==> src/rtl/fifo_2c_push_arb.sv <==
// Push-side controller for the dual-clock FIFO (clk_s domain).
// Round-robin arbitration of num_req producers onto the single FIFO push port,
// with bounded bursts, full/almost-full back-pressure and a source-initiated
// clear sequence (clr_s pulse, then wait for clr_cmplt_s).
module fifo_2c_push_arb #(
  parameter int width     = 8,
  parameter int num_req   = 4,
  parameter int burst_len = 4
) (
  input  logic                     clk_s,
  input  logic                     rst_s_n,
  input  logic [num_req-1:0]       req_valid,
  input  logic [num_req*width-1:0] req_data,
  output logic [num_req-1:0]       req_ready,
  output logic [num_req-1:0]       grant,
  input  logic                     flush_req,
  output logic                     flush_done,
  output logic                     push_s_n,
  output logic [width-1:0]         data_s,
  output logic                     clr_s,
  input  logic                     full_s,
  input  logic                     almost_full_s,
  input  logic                     clr_in_prog_s,
  input  logic                     clr_cmplt_s
);

  localparam int IW = (num_req > 1) ? $clog2(num_req) : 1;

  typedef enum logic [1:0] {IDLE, GRANT, CLR_REQ, CLR_WAIT} state_t;

  state_t               state_q, state_d;
  logic [num_req-1:0]   grant_q, grant_d;
  logic [IW-1:0]        own_q, own_d;
  logic [IW-1:0]        rr_q, rr_d;
  logic [3:0]           cnt_q, cnt_d;
  logic                 pend_q, pend_d;
  logic                 done_q, done_d;

  logic [IW-1:0]        pick;
  logic                 pick_ok;
  logic [width-1:0]     data_mux;
  logic                 own_valid;
  logic                 accept;
  logic                 burst_end;

  // Round-robin search: first valid requester at or above rr_q, wrapping.
  // Walking the offsets downwards lets the lowest offset win.
  always_comb begin
    pick    = '0;
    pick_ok = 1'b0;
    for (int k = num_req - 1; k >= 0; k--) begin
      int j;
      j = int'(rr_q) + k;
      if (j >= num_req) j = j - num_req;
      if (req_valid[j]) begin
        pick    = IW'(j);
        pick_ok = 1'b1;
      end
    end
  end

  // Owner data/valid select; zero data when nobody holds the grant.
  always_comb begin
    data_mux  = '0;
    own_valid = 1'b0;
    for (int i = 0; i < num_req; i++) begin
      if (grant_q[i]) begin
        data_mux  = data_mux | req_data[i*width +: width];
        own_valid = own_valid | req_valid[i];
      end
    end
  end

  // A word moves only while granted, owner valid, FIFO not full and no clear
  // in progress anywhere; full_s alone stalls without closing the burst.
  assign accept    = (state_q == GRANT) & own_valid & ~full_s & ~clr_in_prog_s;
  assign burst_end = (accept & (cnt_q == 4'(burst_len - 1)))
                   | ~own_valid
                   | (accept & almost_full_s)
                   | pend_q;

  assign push_s_n   = ~accept;
  assign req_ready  = grant_q & {num_req{accept}};
  assign grant      = grant_q;
  assign data_s     = data_mux;
  assign clr_s      = (state_q == CLR_REQ);
  assign flush_done = done_q;

  // Next-state logic for the arbitration/clear FSM and its bookkeeping.
  always_comb begin
    state_d = state_q;
    grant_d = grant_q;
    own_d   = own_q;
    rr_d    = rr_q;
    cnt_d   = cnt_q;
    done_d  = 1'b0;
    pend_d  = pend_q;
    // Flush requests arriving once a clear is under way are absorbed.
    if (flush_req && (state_q == IDLE || state_q == GRANT)) pend_d = 1'b1;
    case (state_q)
      IDLE: begin
        if (pend_q) begin
          state_d = CLR_REQ;
          pend_d  = 1'b0;
        end else if (!clr_in_prog_s && pick_ok) begin
          state_d       = GRANT;
          own_d         = pick;
          grant_d       = '0;
          grant_d[pick] = 1'b1;
          cnt_d         = '0;
        end
      end
      GRANT: begin
        if (accept) cnt_d = cnt_q + 4'd1;
        if (burst_end) begin
          state_d = IDLE;
          grant_d = '0;
          rr_d    = (own_q == IW'(num_req - 1)) ? '0 : own_q + 1'b1;
        end
      end
      CLR_REQ: state_d = CLR_WAIT;
      CLR_WAIT: begin
        if (clr_cmplt_s) begin
          done_d  = 1'b1;
          state_d = IDLE;
        end
      end
      default: state_d = IDLE;
    endcase
  end

  // State and control registers; reset drops any in-flight burst or clear.
  always_ff @(posedge clk_s or negedge rst_s_n) begin
    if (!rst_s_n) begin
      state_q <= IDLE;
      grant_q <= '0;
      own_q   <= '0;
      rr_q    <= '0;
      cnt_q   <= '0;
      pend_q  <= 1'b0;
      done_q  <= 1'b0;
    end else begin
      state_q <= state_d;
      grant_q <= grant_d;
      own_q   <= own_d;
      rr_q    <= rr_d;
      cnt_q   <= cnt_d;
      pend_q  <= pend_d;
      done_q  <= done_d;
    end
  end

endmodule

==> config.mk <==
export PLATFORM = sky130hd
export DESIGN_NAME = fifo_2c_push_arb
export DESIGN_NICKNAME = d
export VERILOG_FILES = /design/src/rtl/fifo_2c_push_arb.sv
export SDC_FILE = /design/constraint.sdc
export NUM_CORES = 1
export LEC_CHECK = 0
export ABC_AREA = 0
export ABC_CLOCK_PERIOD_IN_PS = 3200
export BUFFER_PORTS_ARGS = -buffer_cell sky130_fd_sc_hd__buf_2
export CAP_MARGIN = 10
export CORE_UTILIZATION = 47
export DETAILED_ROUTE_END_ITERATION = 10
export GPL_TIMING_DRIVEN = 0
export HOLD_SLACK_MARGIN = 0.12
export PLACE_DENSITY_LB_ADDON = 0.12
export SLEW_MARGIN = 20
export SYNTH_ARGS = -nofsm -noshare
export SYNTH_HDL_FRONTEND = slang
export SYNTH_SLANG_ARGS = --single-unit
export TNS_END_PERCENT = 1
==> constraint.sdc <==
create_clock -name clk_s -period 3.2 [get_ports clk_s]
set_clock_uncertainty 0.2 [all_clocks]
set_input_delay 0.32 -clock clk_s [delete_from_list [all_inputs] [get_ports clk_s]]
set_output_delay 0.32 -clock clk_s [all_outputs]
set_load 0.05 [all_outputs]
==> metrics.yaml <==
final_area_um2: 1490
nFillCells: 204
seq_area_frac_synth_pct: 37.0
finalCritPeriodShare_pct: 77.1
dieArea_um2: 2500
tritoncts: "yes"
p_leak_uw: 0.000781
grt_pass1_wl_mm: 4.43
rsz0062_at_grt: "no"
drcViolationCount: 0
syn_avg_cell_area_um2: 9.48
syn_to_final_growth_pct: 37.6
ir_worst_vdd_v: 0.000579
fin_cells: 210
setup_violations: 0
tightest_slew_ps: 467
clock_path_buffers: 2
viasPerCell: 5.44
insertion_delay_ps: 290
synth_fp_nets: 159
final_nets: 228
htree_num_levels: 1
cts-root-buf: "clkbuf_4"
outcome: "finished clean"
finalHoldViolCount: 0
ant_nets: 0
synth_cell_type_count: 39
path_class: "flip-flop to output port"
fin_crit_ps: 2470
worstPathRequired_ps: 2680
yosysWarnings: 0
crit_buf_inv: 1
hold_path.class: "primary input to flip-flop"
core-area_um2: 2190
first_pass_iters: 4
postPlaceCellArea_um2: 1420
crit_fanout: 9
fin_ws_ps: 732
routed_wl_mm: 2.69
syn_inst: 114
relSlewSlack_pct: 68.9
setup_tns_ps: 0
clkTransAtPathRegs_ps: 100
ios: 62
grt_usage_pct: 22.9
p_per_area_nw_per_um2: 869
diodes: 0
rows: 17
hpwl_mm: 2.13
clock-sinks: 16
cp-end-kind: "output port"
startpoint_type: "flip-flop"
slowest_stage: "or4b_4"
portBuffers: 61
arrival_ps: 1950
dpl_worst_slack_ps: 1040
die_y_um: 50.0
cts.repair.resized: 0
vias: 1143
routedWlPerCell_um: 12.8
fmax_mhz: 405
antenna_found_initial: 0
placedCellCount: 203
grt_max_degree: 17
fp.dieW_um: 50.0
path_cells: "or4b_4 > a21oi_4 > and2_1 > buf_2"
slowest_delay_ps: 540
syn_area_um2: 1080
drt_iter0_drc: 33
cap_violations: 0
overflow: 0
gp_congestion: 0.770
drive_above_1_share_pct: 41.2
path_delay_family: "simple AND/OR/NAND/NOR gates"
grt_pass1_vias: 1047
initial_core_util_pct: 49.3
cts_buffers: 3
synth_seq_cells: 16
finalMaxSlewViolations: 0
## through the flow
stage | utilization (%) | total power (uW) | hold slack, ps
floorplan | - | 977 | -176
global placement | 64.9 | 1140 | 46.1
detailed placement | 64.9 | 1160 | 54.5
CTS | 67.9 | 1300 | 217
global route | 67.9 | 1380 | 258
finish | 67.9 | 1290 | 228
## layer usage
metal	vias up	share of wire (%)	track usage, %
met2	36	50	39.6
met1	534	45	28.8
met5	-	0	0
li1	571	-	-
met3	2	5.3	5.56
met4	0	0.30	4.29
## synthesized netlist by cell type (all sizes together)
cell | number | area, um^2
inv | 4 | 15.0
a21oi | 5 | 36.3
o21bai | 1 | 18.8
a22oi | 18 | 135
a21o | 1 | 7.51
a22o | 5 | 43.8
o2bb2ai | 2 | 17.5
and2 | 4 | 25.0
or2b | 1 | 7.51
a211oi | 2 | 15.0
o22ai | 2 | 12.5
or4 | 1 | 7.51
nor2 | 4 | 15.0
dfrtp | 16 | 400
nor3b | 2 | 15.0
and2b | 1 | 8.76
a31o | 1 | 17.5
nand2b | 1 | 6.26
mux2 | 3 | 33.8
and3 | 2 | 13.8
mux2i | 1 | 10.0
buf | 1 | 11.3
o21ai | 5 | 25.0
nand3 | 3 | 15.0
ha | 2 | 25.0
nor4 | 1 | 6.26
clkbuf | 4 | 15.0
or4b | 1 | 13.8
xnor2 | 1 | 8.76
o41a | 1 | 12.5
a21boi | 1 | 7.51
nand2 | 12 | 45.0
xor2 | 1 | 8.76
or2 | 1 | 6.26
a211o | 1 | 8.76
nor3 | 2 | 10.0
## flip-flops by register name, summed over array words and instances (netlist names)
signal	flops
pend_q	1
rr_q	2
own_q	2
state_q	2
flush_done	1
cnt_q	4
grant	4
## layout make-up
type | instances | area, um^2 | area share [%]
buffer | 5 | 26.3 | 1.77
clock buffer | 4 | 36.3 | 2.44
inverter | 4 | 15.0 | 1.01
multi-input combinational | 89 | 639 | 43.0
sequential | 16 | 400 | 26.9
tap | 28 | 35.0 | 2.35
timing repair buffer | 64 | 335 | 22.5
## worst reg2reg max path, delay by kind of cell (launching register included)
kind	cells	cell delay, ps
and+or+nand+nor	1	540
AOI/OAI and AO/OA	2	430
muxes	1	340
DFF	1	470
## what timing repair did
item	in CTS	in global routing
hold buffers	3	0
endpoints found under the hold margin	18	0
buffers inserted	0	0
## cells in the final DEF (no fill, tap or decap), types with 4 or more instances in the layout
cell type  netlist  final
a22o_1           5      5
clkbuf_1         4      4
buf_2            0     61
a21oi_1          4      4
nand2_1         12     12
o21ai_0          5      5
a22oi_1         18     18
and2_1           4      4
inv_1            4      4
dfrtp_1         16     16
nor2_1           4      4
## final timing paths
kind                                   startpoint  cells after the start                     end  slack (ps)
hold reg to reg              own_q[1]$_DFFE_PN0P_                      2    own_q[1]$_DFFE_PN0P_         310
setup / recovery           state_q[1]$_DFFE_PN0P_                      4            req_ready[3]         730
setup reg to reg           state_q[1]$_DFFE_PN0P_                      4     rr_q[1]$_DFFE_PN0P_        1120
hold / removal                       req_valid[1]                      3    grant[0]$_DFFE_PN0P_         230
max in group asynchronous                 rst_s_n                      2    cnt_q[3]$_DFFE_PN0P_        2270
min in group asynchronous                 rst_s_n                      2  state_q[0]$_DFFE_PN0P_         260
## power breakdown
part           total, uW  leakage, uW  internal [uW]  switching [uW]
clock network        135    0.0000210           69.3            65.5
logic                817     0.000552            271             546
registers            340     0.000208            271            69.7
total               1290     0.000781            611             681
## logic make-up (layout without fill, tap and decap cells)
family	count (synthesis)	in the layout	synth area share [%]
AOI/OAI and AO/OA	45	45	33.1
and+or+nand+nor	36	36	18.1
DFF	16	16	37.0
buffers and inverters	9	77	3.82
muxes	4	4	4.05
adders and majority gates	2	2	2.31
xor gates and xnor gates	2	2	1.62
Power figures use the tool's default switching activity.
